<file path="src/rtl/matcher.sv">
// Scans a vocabulary of null-terminated byte tokens for the current query word and reports the matching token index.
// Result arrives as a one-cycle match_valid pulse; a change of word restarts the scan and no pulse is issued for the abandoned one.

module matcher_incr #(
    parameter int ADDR_WIDTH = 4
) (
    input  logic                  clk,
    input  logic                  rst,
    input  logic                  clear,
    input  logic                  inc,
    output logic [ADDR_WIDTH-1:0] curr_addr,
    output logic                  overflow
);
    assign overflow = inc && (curr_addr == '1);

    always_ff @(posedge clk or posedge rst) begin
        if (rst)
            curr_addr <= '0;
        else if (clear)
            curr_addr <= '0;
        else if (inc)
            curr_addr <= curr_addr + 1'b1;
    end
endmodule

module matcher_ram #(
    parameter int ADDR_WIDTH = 4,
    parameter int DATA_WIDTH = 8,
    parameter int LOAD_BYTES = 1
) (
    input  logic                             clk,
    input  logic                             rst,
    input  logic                             we,
    input  logic [ADDR_WIDTH-1:0]            waddr,
    input  logic [DATA_WIDTH-1:0]            wdata,
    input  logic                             load,
    input  logic [LOAD_BYTES*DATA_WIDTH-1:0] load_dat,
    input  logic [ADDR_WIDTH-1:0]            raddr,
    output logic [DATA_WIDTH-1:0]            dout
);
    localparam int DEPTH = 1 << ADDR_WIDTH;

    logic [DATA_WIDTH-1:0] mem [DEPTH];

    // Bulk load writes the whole query plus its terminating null in one cycle.
    always_ff @(posedge clk or posedge rst) begin
        if (rst) begin
            for (int i = 0; i < DEPTH; i++)
                mem[i] <= '0;
            dout <= '0;
        end else begin
            dout <= mem[raddr];
            if (load) begin
                for (int i = 0; i < LOAD_BYTES; i++)
                    mem[i] <= load_dat[(LOAD_BYTES-1-i)*DATA_WIDTH +: DATA_WIDTH];
                mem[ADDR_WIDTH'(LOAD_BYTES)] <= '0;
            end else if (we) begin
                mem[waddr] <= wdata;
            end
        end
    end
endmodule

module matcher #(
    parameter int ADDR_WIDTH  = 4,
    parameter int WORD_LENGTH = 3,
    parameter int DATA_WIDTH  = 8
) (
    input  logic                              clk,
    input  logic                              rst_n,
    input  logic [WORD_LENGTH*DATA_WIDTH-1:0] word,
    input  logic                              vocab_we,
    input  logic [ADDR_WIDTH-1:0]             vocab_waddr,
    input  logic [DATA_WIDTH-1:0]             vocab_wdata,
    output logic                              busy,
    output logic                              match_valid,
    output logic                              match_found,
    output logic [ADDR_WIDTH-1:0]             match_index
);
    typedef enum logic [2:0] {
        S_IDLE, S_LOAD, S_FETCH, S_CMP, S_SKIP, S_SKIP_RD, S_DONE
    } state_t;

    state_t                            state_q, state_d;
    logic [WORD_LENGTH*DATA_WIDTH-1:0] word_q, word_d;
    logic [ADDR_WIDTH-1:0]             token_idx_q, token_idx_d;
    logic                              found_q, found_d;
    logic [ADDR_WIDTH-1:0]             index_q, index_d;

    logic                  vocab_clr, vocab_inc, input_clr, input_inc, load_en;
    logic [ADDR_WIDTH-1:0] vocab_addr, input_addr;
    logic [DATA_WIDTH-1:0] vocab_dout, input_dout;
    logic                  vocab_overflow, input_overflow;
    logic                  nullptr_vocab, nullptr_input;
    logic                  word_chg, scanning;

    matcher_ram #(.ADDR_WIDTH(ADDR_WIDTH), .DATA_WIDTH(DATA_WIDTH), .LOAD_BYTES(1)) vocab_ram (
        .clk(clk), .rst(rst_n), .we(vocab_we), .waddr(vocab_waddr), .wdata(vocab_wdata),
        .load(1'b0), .load_dat('0), .raddr(vocab_addr), .dout(vocab_dout)
    );

    matcher_ram #(.ADDR_WIDTH(ADDR_WIDTH), .DATA_WIDTH(DATA_WIDTH), .LOAD_BYTES(WORD_LENGTH)) input_ram (
        .clk(clk), .rst(rst_n), .we(1'b0), .waddr('0), .wdata('0),
        .load(load_en), .load_dat(word_q), .raddr(input_addr), .dout(input_dout)
    );

    matcher_incr #(.ADDR_WIDTH(ADDR_WIDTH)) vocab_incr (
        .clk(clk), .rst(rst_n), .clear(vocab_clr), .inc(vocab_inc),
        .curr_addr(vocab_addr), .overflow(vocab_overflow)
    );

    matcher_incr #(.ADDR_WIDTH(ADDR_WIDTH)) input_incr (
        .clk(clk), .rst(rst_n), .clear(input_clr), .inc(input_inc),
        .curr_addr(input_addr), .overflow(input_overflow)
    );

    assign nullptr_vocab = (vocab_dout == '0);
    assign nullptr_input = (input_dout == '0);
    assign word_chg      = (word != word_q);
    assign scanning      = (state_q != S_IDLE) && (state_q != S_DONE);

    always_comb begin
        state_d     = state_q;
        word_d      = word_q;
        token_idx_d = token_idx_q;
        found_d     = found_q;
        index_d     = index_q;
        vocab_clr   = 1'b0;
        vocab_inc   = 1'b0;
        input_clr   = 1'b0;
        input_inc   = 1'b0;
        load_en     = 1'b0;

        case (state_q)
            S_IDLE: begin
                if (word_chg) begin
                    word_d = word;
                    if (word != '0)
                        state_d = S_LOAD;
                end
            end
            S_LOAD: begin
                load_en     = 1'b1;
                vocab_clr   = 1'b1;
                input_clr   = 1'b1;
                token_idx_d = '0;
                found_d     = 1'b0;
                index_d     = '0;
                state_d     = S_FETCH;
            end
            S_FETCH: state_d = S_CMP;
            S_CMP: begin
                if (nullptr_vocab && (input_addr == '0)) begin
                    state_d = S_DONE;
                end else if (nullptr_vocab && nullptr_input) begin
                    found_d = 1'b1;
                    index_d = token_idx_q;
                    state_d = S_DONE;
                end else if (vocab_dout == input_dout) begin
                    vocab_inc = 1'b1;
                    input_inc = 1'b1;
                    state_d   = (vocab_overflow || input_overflow) ? S_DONE : S_FETCH;
                end else begin
                    state_d = S_SKIP;
                end
            end
            S_SKIP: begin
                // Each skipped byte costs a step cycle plus a read cycle.
                vocab_inc = 1'b1;
                if (vocab_overflow) begin
                    state_d = S_DONE;
                end else if (nullptr_vocab) begin
                    input_clr   = 1'b1;
                    token_idx_d = token_idx_q + 1'b1;
                    state_d     = S_FETCH;
                end else begin
                    state_d = S_SKIP_RD;
                end
            end
            S_SKIP_RD: state_d = S_SKIP;
            S_DONE:    state_d = S_IDLE;
            default:   state_d = S_IDLE;
        endcase

        // A new query abandons the scan silently; the held result stays untouched.
        if (scanning && word_chg) begin
            word_d  = word;
            found_d = found_q;
            index_d = index_q;
            state_d = (word != '0) ? S_LOAD : S_IDLE;
        end
    end

    always_ff @(posedge clk or posedge rst_n) begin
        if (rst_n) begin
            state_q     <= S_IDLE;
            word_q      <= '0;
            token_idx_q <= '0;
            found_q     <= 1'b0;
            index_q     <= '0;
        end else begin
            state_q     <= state_d;
            word_q      <= word_d;
            token_idx_q <= token_idx_d;
            found_q     <= found_d;
            index_q     <= index_d;
        end
    end

    assign busy        = scanning;
    assign match_valid = (state_q == S_DONE);
    assign match_found = found_q;
    assign match_index = index_q;
endmodule

</file>
<file path="config.mk">
export PLATFORM = sky130hd
export DESIGN_NAME = matcher
export DESIGN_NICKNAME = d
export VERILOG_FILES = /design/src/rtl/matcher.sv
export SDC_FILE = /design/constraint.sdc
export NUM_CORES = 1
export LEC_CHECK = 0
export CORE_MARGIN = 2
export CORE_UTILIZATION = 31
export DETAILED_ROUTE_END_ITERATION = 7
export GPL_TIMING_DRIVEN = 0
export SYNTH_ARGS = -nofsm -noshare
export SYNTH_HDL_FRONTEND = slang
export SYNTH_SLANG_ARGS = --single-unit
</file>
<file path="constraint.sdc">
create_clock -name clk -period 13.19 [get_ports clk]
set_input_delay 1.9785 -clock clk [delete_from_list [all_inputs] [get_ports clk]]
set_output_delay 1.9785 -clock clk [all_outputs]
set_load 0.05 [all_outputs]
</file>
* Word level (Yosys, flattened, before mapping) *
Cells that the tools add are included.

word-level totals
  output and inout bits = 7
  bits in registers = 212
  logic and storage cells = 125

cells by class
  $add $sub $neg = 3
  eq/ne operators = 17
  reduce and logical (&&, ||, !) cells = 24
  magnitude comparators = 4
  multiplexer cells = 45
  bitwise operators = 4

operator list
  kind                                                              number
  128-bit bitwise mux                                               1
  24-bit 2-to-1 mux                                                 3
  8-bit binary-select mux with 4-bit select                         2
  8-bit 2-to-1 mux                                                  5
  8-bit demux with 4-bit select                                     1
  4-bit 2-to-1 mux                                                  8
  3-bit 2-to-1 mux                                                  9
  24-bit != test                                                    1
  24-bit nonzero test                                               1
  3-bit case mux with 6 select lines                                1
  8-bit logical NOT                                                 2
  4-bit case mux with 2 select lines                                2
  5-bit greater-or-equal comparator (second input constant)         3
  4-bit inverter with 5-bit output                                  3
  4-bit by 1-bit adder with 4-bit output (second input constant)    3
  2-bit nonzero test                                                6
  1-bit 2-to-1 mux                                                  10
  3-bit == test (second input constant)                             3
  3-bit != test (second input constant)                             3
  4-bit == test (second input constant)                             2
  8-bit == test                                                     1
  2-bit != test (second input constant)                             4
  1-bit logical AND                                                 7
  3-bit by 2-bit == test with 1-bit output (second input constant)  2
  other kinds (11)                                                  14

* Logic depth before layout (Yosys ltp) *
  word-level depth = 13
  gate-level depth with buffers = 9
  depth with buffers taken out = 8

* Hierarchy *
From an unflattened synthesis, not the netlist that was laid out.

second synthesis, totals
  cell total of the unflattened synthesis = 1116
  area, all modules = 15159.5 um^2

by module, submodules not included
  module                    seq. area each (um^2)  area each (um^2)  cells an instance  instances
  matcher_ram at input_ram  3403.3                 6401.1            479                1
  matcher_ram at vocab_ram  3403.3                 6124.6            405                1
  matcher                   900.9                  2170.8            194                1
  matcher_incr              100.1                  231.5             19                 2

* Worst setup path before layout *
No wires, ideal clock.

  path kind = input port to flip-flop
  from = in word[4]
  to = reg word_q[0]
  stages = 7
  setup slack = 9.796 ns
  buffers on the path = 1
  setup time = 0.127 ns
  data required time = 13.063 ns
  arrival = 3.267 ns
  path through = xnor2_1 nand4_1 nor4_2 nand2_1 nand2_2 buf_6 mux2_1

on the way
  longest elaborated chain between the ends = 4
  elaborated cells on any way between the ends = 6
  those cells by class = 1 x eq/ne; 1 x mux; 4 x reduce/logical

ends and longest elaborated chain
  what                           RTL line  text
  start: declaration             71        input logic [WORD_LENGTH*DATA_WIDTH-1:0] word,
  24-bit != test (*)             119       assign word_chg = (word != word_q);
  1-bit logical AND              186       if (scanning && word_chg) begin
  2-bit nonzero test (no line)   --
  2-bit AND reduction (no line)  --
  end signal: assignment         203       word_q <= word_d;
  end: declaration               85        logic [WORD_LENGTH*DATA_WIDTH-1:0] word_q, word_d;

Mark *: on every way between the ends. The rest lies on a longest branch, timed or not.
A chain may end at the register's enable or synchronous reset.

* Final worst setup path *
  from = reg state_q[1]
  to = out busy

on the way
  longest elaborated chain between the ends = 2
  elaborated cells on any way between the ends = 3
  those cells by class = 1 x eq/ne; 2 x reduce/logical

ends and longest elaborated chain
  what                                                 RTL line  text
  start: declaration                                   84        state_t state_q, state_d;
  start signal: assignment                             202       state_q <= state_d;
  3-bit != test or 3-bit nonzero test (tied branches)  120       assign scanning = (state_q != S_IDLE) && (state_q != S_DONE);
  1-bit logical AND (*)                                120
  end: declaration                                     75        output logic busy,

Marked as above.

==> summary.md <==
| Metric | Value |
|---|---|
| Primary FF master, synth | `dfrtp_1` |
| Row count | `65` |
| Syn nets | `732` |
| Final setup skew | `16.4 ps` |
| Least-Margin Pin Slew | `1110 ps` |
| Reg clk slew, reported paths | `60 ps` |
| Drt first pass iters | `4` |
| Vias in the first global route | `6,105` |
| Placer congestion estimate | `0.789` |
| Detailed Place HPWL | `14.8 mm` |
| TritonCTS buffer count | `25` |
| Worst EP arrival | `2510 ps` |
| Syn Area/Cell | `14.2 sq um` |
| Req. time, crit path | `11,210 ps` |
| R2r setup slk | `10,510 ps` |
| CP Capture Point | `busy` |
| P&R area growth vs syn | `18.8%` |
| Number of synthesized flops with an enable pin | `0` |
| Synth Warn # | `0` |
| Diode count | `0` |
| CP startpoint | `state_q[1]` |
| Status | `complete, no violations` |
| CTS Sinks | `212` |
| Max Slew Vio Count | `0` |
| Lkg Pwr | `4.68 nW` |
| PwrDens | `150 nW/um^2` |
| Setup repair bufs after CTS | `0` |
| Met1 usage | `18.5%` |
| Port Buf Inserts | `43` |
| Crit start category | `register` |
| Die ar. | `33,100 sq um` |
| MaxCap Viol Count | `0` |
| Hold_buf cts | `0` |
| Antenna-violating nets left | `0` |
| Gate Count Post-Synth | `689` |
| Async SR Flop Fraction | `100%` |
| Area contributors post-synth | `dfrtp_1 54%, mux2_2 18%, mux4_2 9.2%` |
| TritonCTS clock tree | `built` |
| Final Hold Viols | `0` |
| I/O pins | `46` |
| First-pass GRT wire length | `34.9 mm` |
| FF-to-FF Start | `input_incr.curr_addr[0]` |
| Pre-CTS WS | `8800 ps` |
| Layout Nets | `803` |
| Path depth of the worst reg2reg path | `8` |
| Number of library cell types mapped by synthesis | `44` |
| Clock Latency Late Sink | `530 ps` |
| M2 GR Usage | `22.3%` |
| RR Endpoint | `vocab_incr.curr_addr[1]` |
| #FFs+latches synth | `212` |
| Fraction of layout cells with a size suffix above 1 | `33.4%` |
| Vias per std cell | `4.99` |
| Share of the synthesized area in the top cell type | `54.1%` |
| Filler cell count | `2,965` |
| CP Max Fanout | `10` |
| Vias | `5,888` |
| Core area | `31,300 sq um` |
| WHS | `475 ps` |
| Final period util | `34.0%` |
| CTS H-tree lvls | `1` |
| RSZ-0062 raised after global routing | `false` |
| Final wirelength | `21.5 mm` |
| Mapped cell area | `9800 sq um` |
| WS Path Type | `register to primary output` |
| Peak supply drop | `0.0000920 V` |
| Post-CTS sizing | `0` |
| DRC viols | `0` |
| Maximum clock frequency | `0.223 GHz` |
| Area leader, netlist | `dfrtp_1` |
| Setup_tns | `0 ps` |
| CP endpoint kind | `primary output` |
| Die width | `182 um` |
| Endpoints failing setup | `0` |
| Initial antenna violation count | `0` |
| Clock root cell | `clkbuf_16` |
| Seq/Total Area, Yosys | `54.1%` |
| Die height | `182 um` |
| Min Clock Period, post-route | `4490 ps` |
| CTS Buffer Depth | `3` |
| Global Route Usage Sum | `13.5%` |
| Gr busiest metal | `met2` |
| Met3 Use GR | `2.29%` |
| Final WS setup | `8700 ps` |
| Hold Crit Depth | `2` |
| Hold Path Class | `register to register` |
| Relative slew slack | `25.4%` |
| Routed len/inst | `18.2 um` |
| DR iter-0 viols | `273` |
| Initial Util | `31.3%` |
| Pin count of the biggest net entering global routing | `117` |
| GRT Residual Overflow | `0` |
| Hold Crit Start | `match_index[1]` |
critical path, cell delays in order (launching register included):
cell	delay, ps
dfrtp_1	460
clkbuf_1	370
nor2b_1	230
or3_1	130
clkdlybuf4s50_1	800
worst min path at each step:
stage                      to  slack (ps)
5_1_grt        match_index[3]         500
6_report       match_index[1]         480
2_1_floorplan  token_idx_q[2]         470
4_1_cts        match_index[1]         480
3_3_place_gp   match_index[3]         460
3_5_place_dp   match_index[3]         470
registers in the layout, indices dropped and copies added, names as in the netlist:
name / cells
state_q: 3
word_q: 24
input_ram.mem: 24
vocab_ram.dout: 8
vocab_incr.curr_addr: 4
token_idx_q: 4
match_index: 4
input_incr.curr_addr: 4
match_found: 1
input_ram.dout: 8
vocab_ram.mem: 128
cell usage after synthesis (3+ instances only):
cell / n
a31oi_1: 3
a21oi_1: 17
nand3_1: 5
clkbuf_1: 25
mux2_2: 159
ha_1: 4
nand3b_1: 4
xnor2_1: 26
nor2_1: 31
mux2_1: 20
nor2b_1: 5
mux4_2: 40
nor3_1: 12
o21ai_0: 14
nand4_1: 9
mux2i_1: 9
or3_1: 7
and3_1: 4
xor2_1: 8
nand2_1: 23
nand2b_1: 4
buf_4: 3
dfrtp_1: 212
inv_1: 5
nor4_1: 10
buf_2: 6
cell type report:
cell class | instances | area (sq um) | area share, %
sequential | 212 | 5310 | 45.6
multi-input combinational | 435 | 4310 | 37.0
clock buffer | 35 | 723 | 6.21
tap | 402 | 503 | 4.32
timing repair buffer | 44 | 458 | 3.93
buffer | 37 | 173 | 1.48
clock inverter | 11 | 149 | 1.28
inverter | 5 | 26.3 | 0.226
where the power goes:
part | internal [mW] | switching (mW) | total (mW)
logic | 0.131 | 0.0805 | 0.212
registers | 0.756 | 0.0537 | 0.810
clock network | 0.443 | 0.276 | 0.719
per-layer routing:
metal / part of all wire [%] / up-vias
met4: 1.7 / 0
met3: 3.6 / 34
met2: 48 / 81
met1: 47 / 3082
met5: 0 / -
li1: - / 2691
layout by cell type (no fill, tap or decap), types with 9 or more instances in the layout:
cell type,instances
nor3_1,12
clkbuf_1,29
a21oi_1,17
nor4_1,10
o21ai_0,14
clkdlybuf4s50_1,43
mux2i_1,9
mux2_2,159
nor2_1,31
mux2_1,20
nand2_1,23
dfrtp_1,212
mux4_2,40
xnor2_1,26
nand4_1,9
clkbuf_16,25
stage by stage:
| step | utilization (%) | area, sq um | cells | power [mW] |
|---|---|---|---|---|
| final | 37.2 | 11600 | 1181 | 1.74 |
| after global routing | 37.2 | 11600 | 1181 | 1.82 |
| after CTS | 37.2 | 11600 | 1181 | 1.77 |
| after detailed placement | 34.4 | 10800 | 1135 | 1.04 |
| after global placement | 34.3 | 10700 | 1134 | 1.02 |
| after floorplan | - | 9800 | 689 | 0.967 |
logic make-up (layout without fill, tap and decap cells):
logic type                 count (synthesis)  count (layout)  share of synthesized area, %
buffers and inverters                     42             132                          1.95
and+or+nand+nor                          126             126                          6.93
adders and majority gates                  4               4                         0.511
muxes                                    228             228                          30.7
AOI/OAI and AO/OA                         43              43                          2.77
xor gates and xnor gates                  34              34                          3.04
DFF                                      212             212                          54.1
Note: power is estimated with default switching activity, not from simulation.
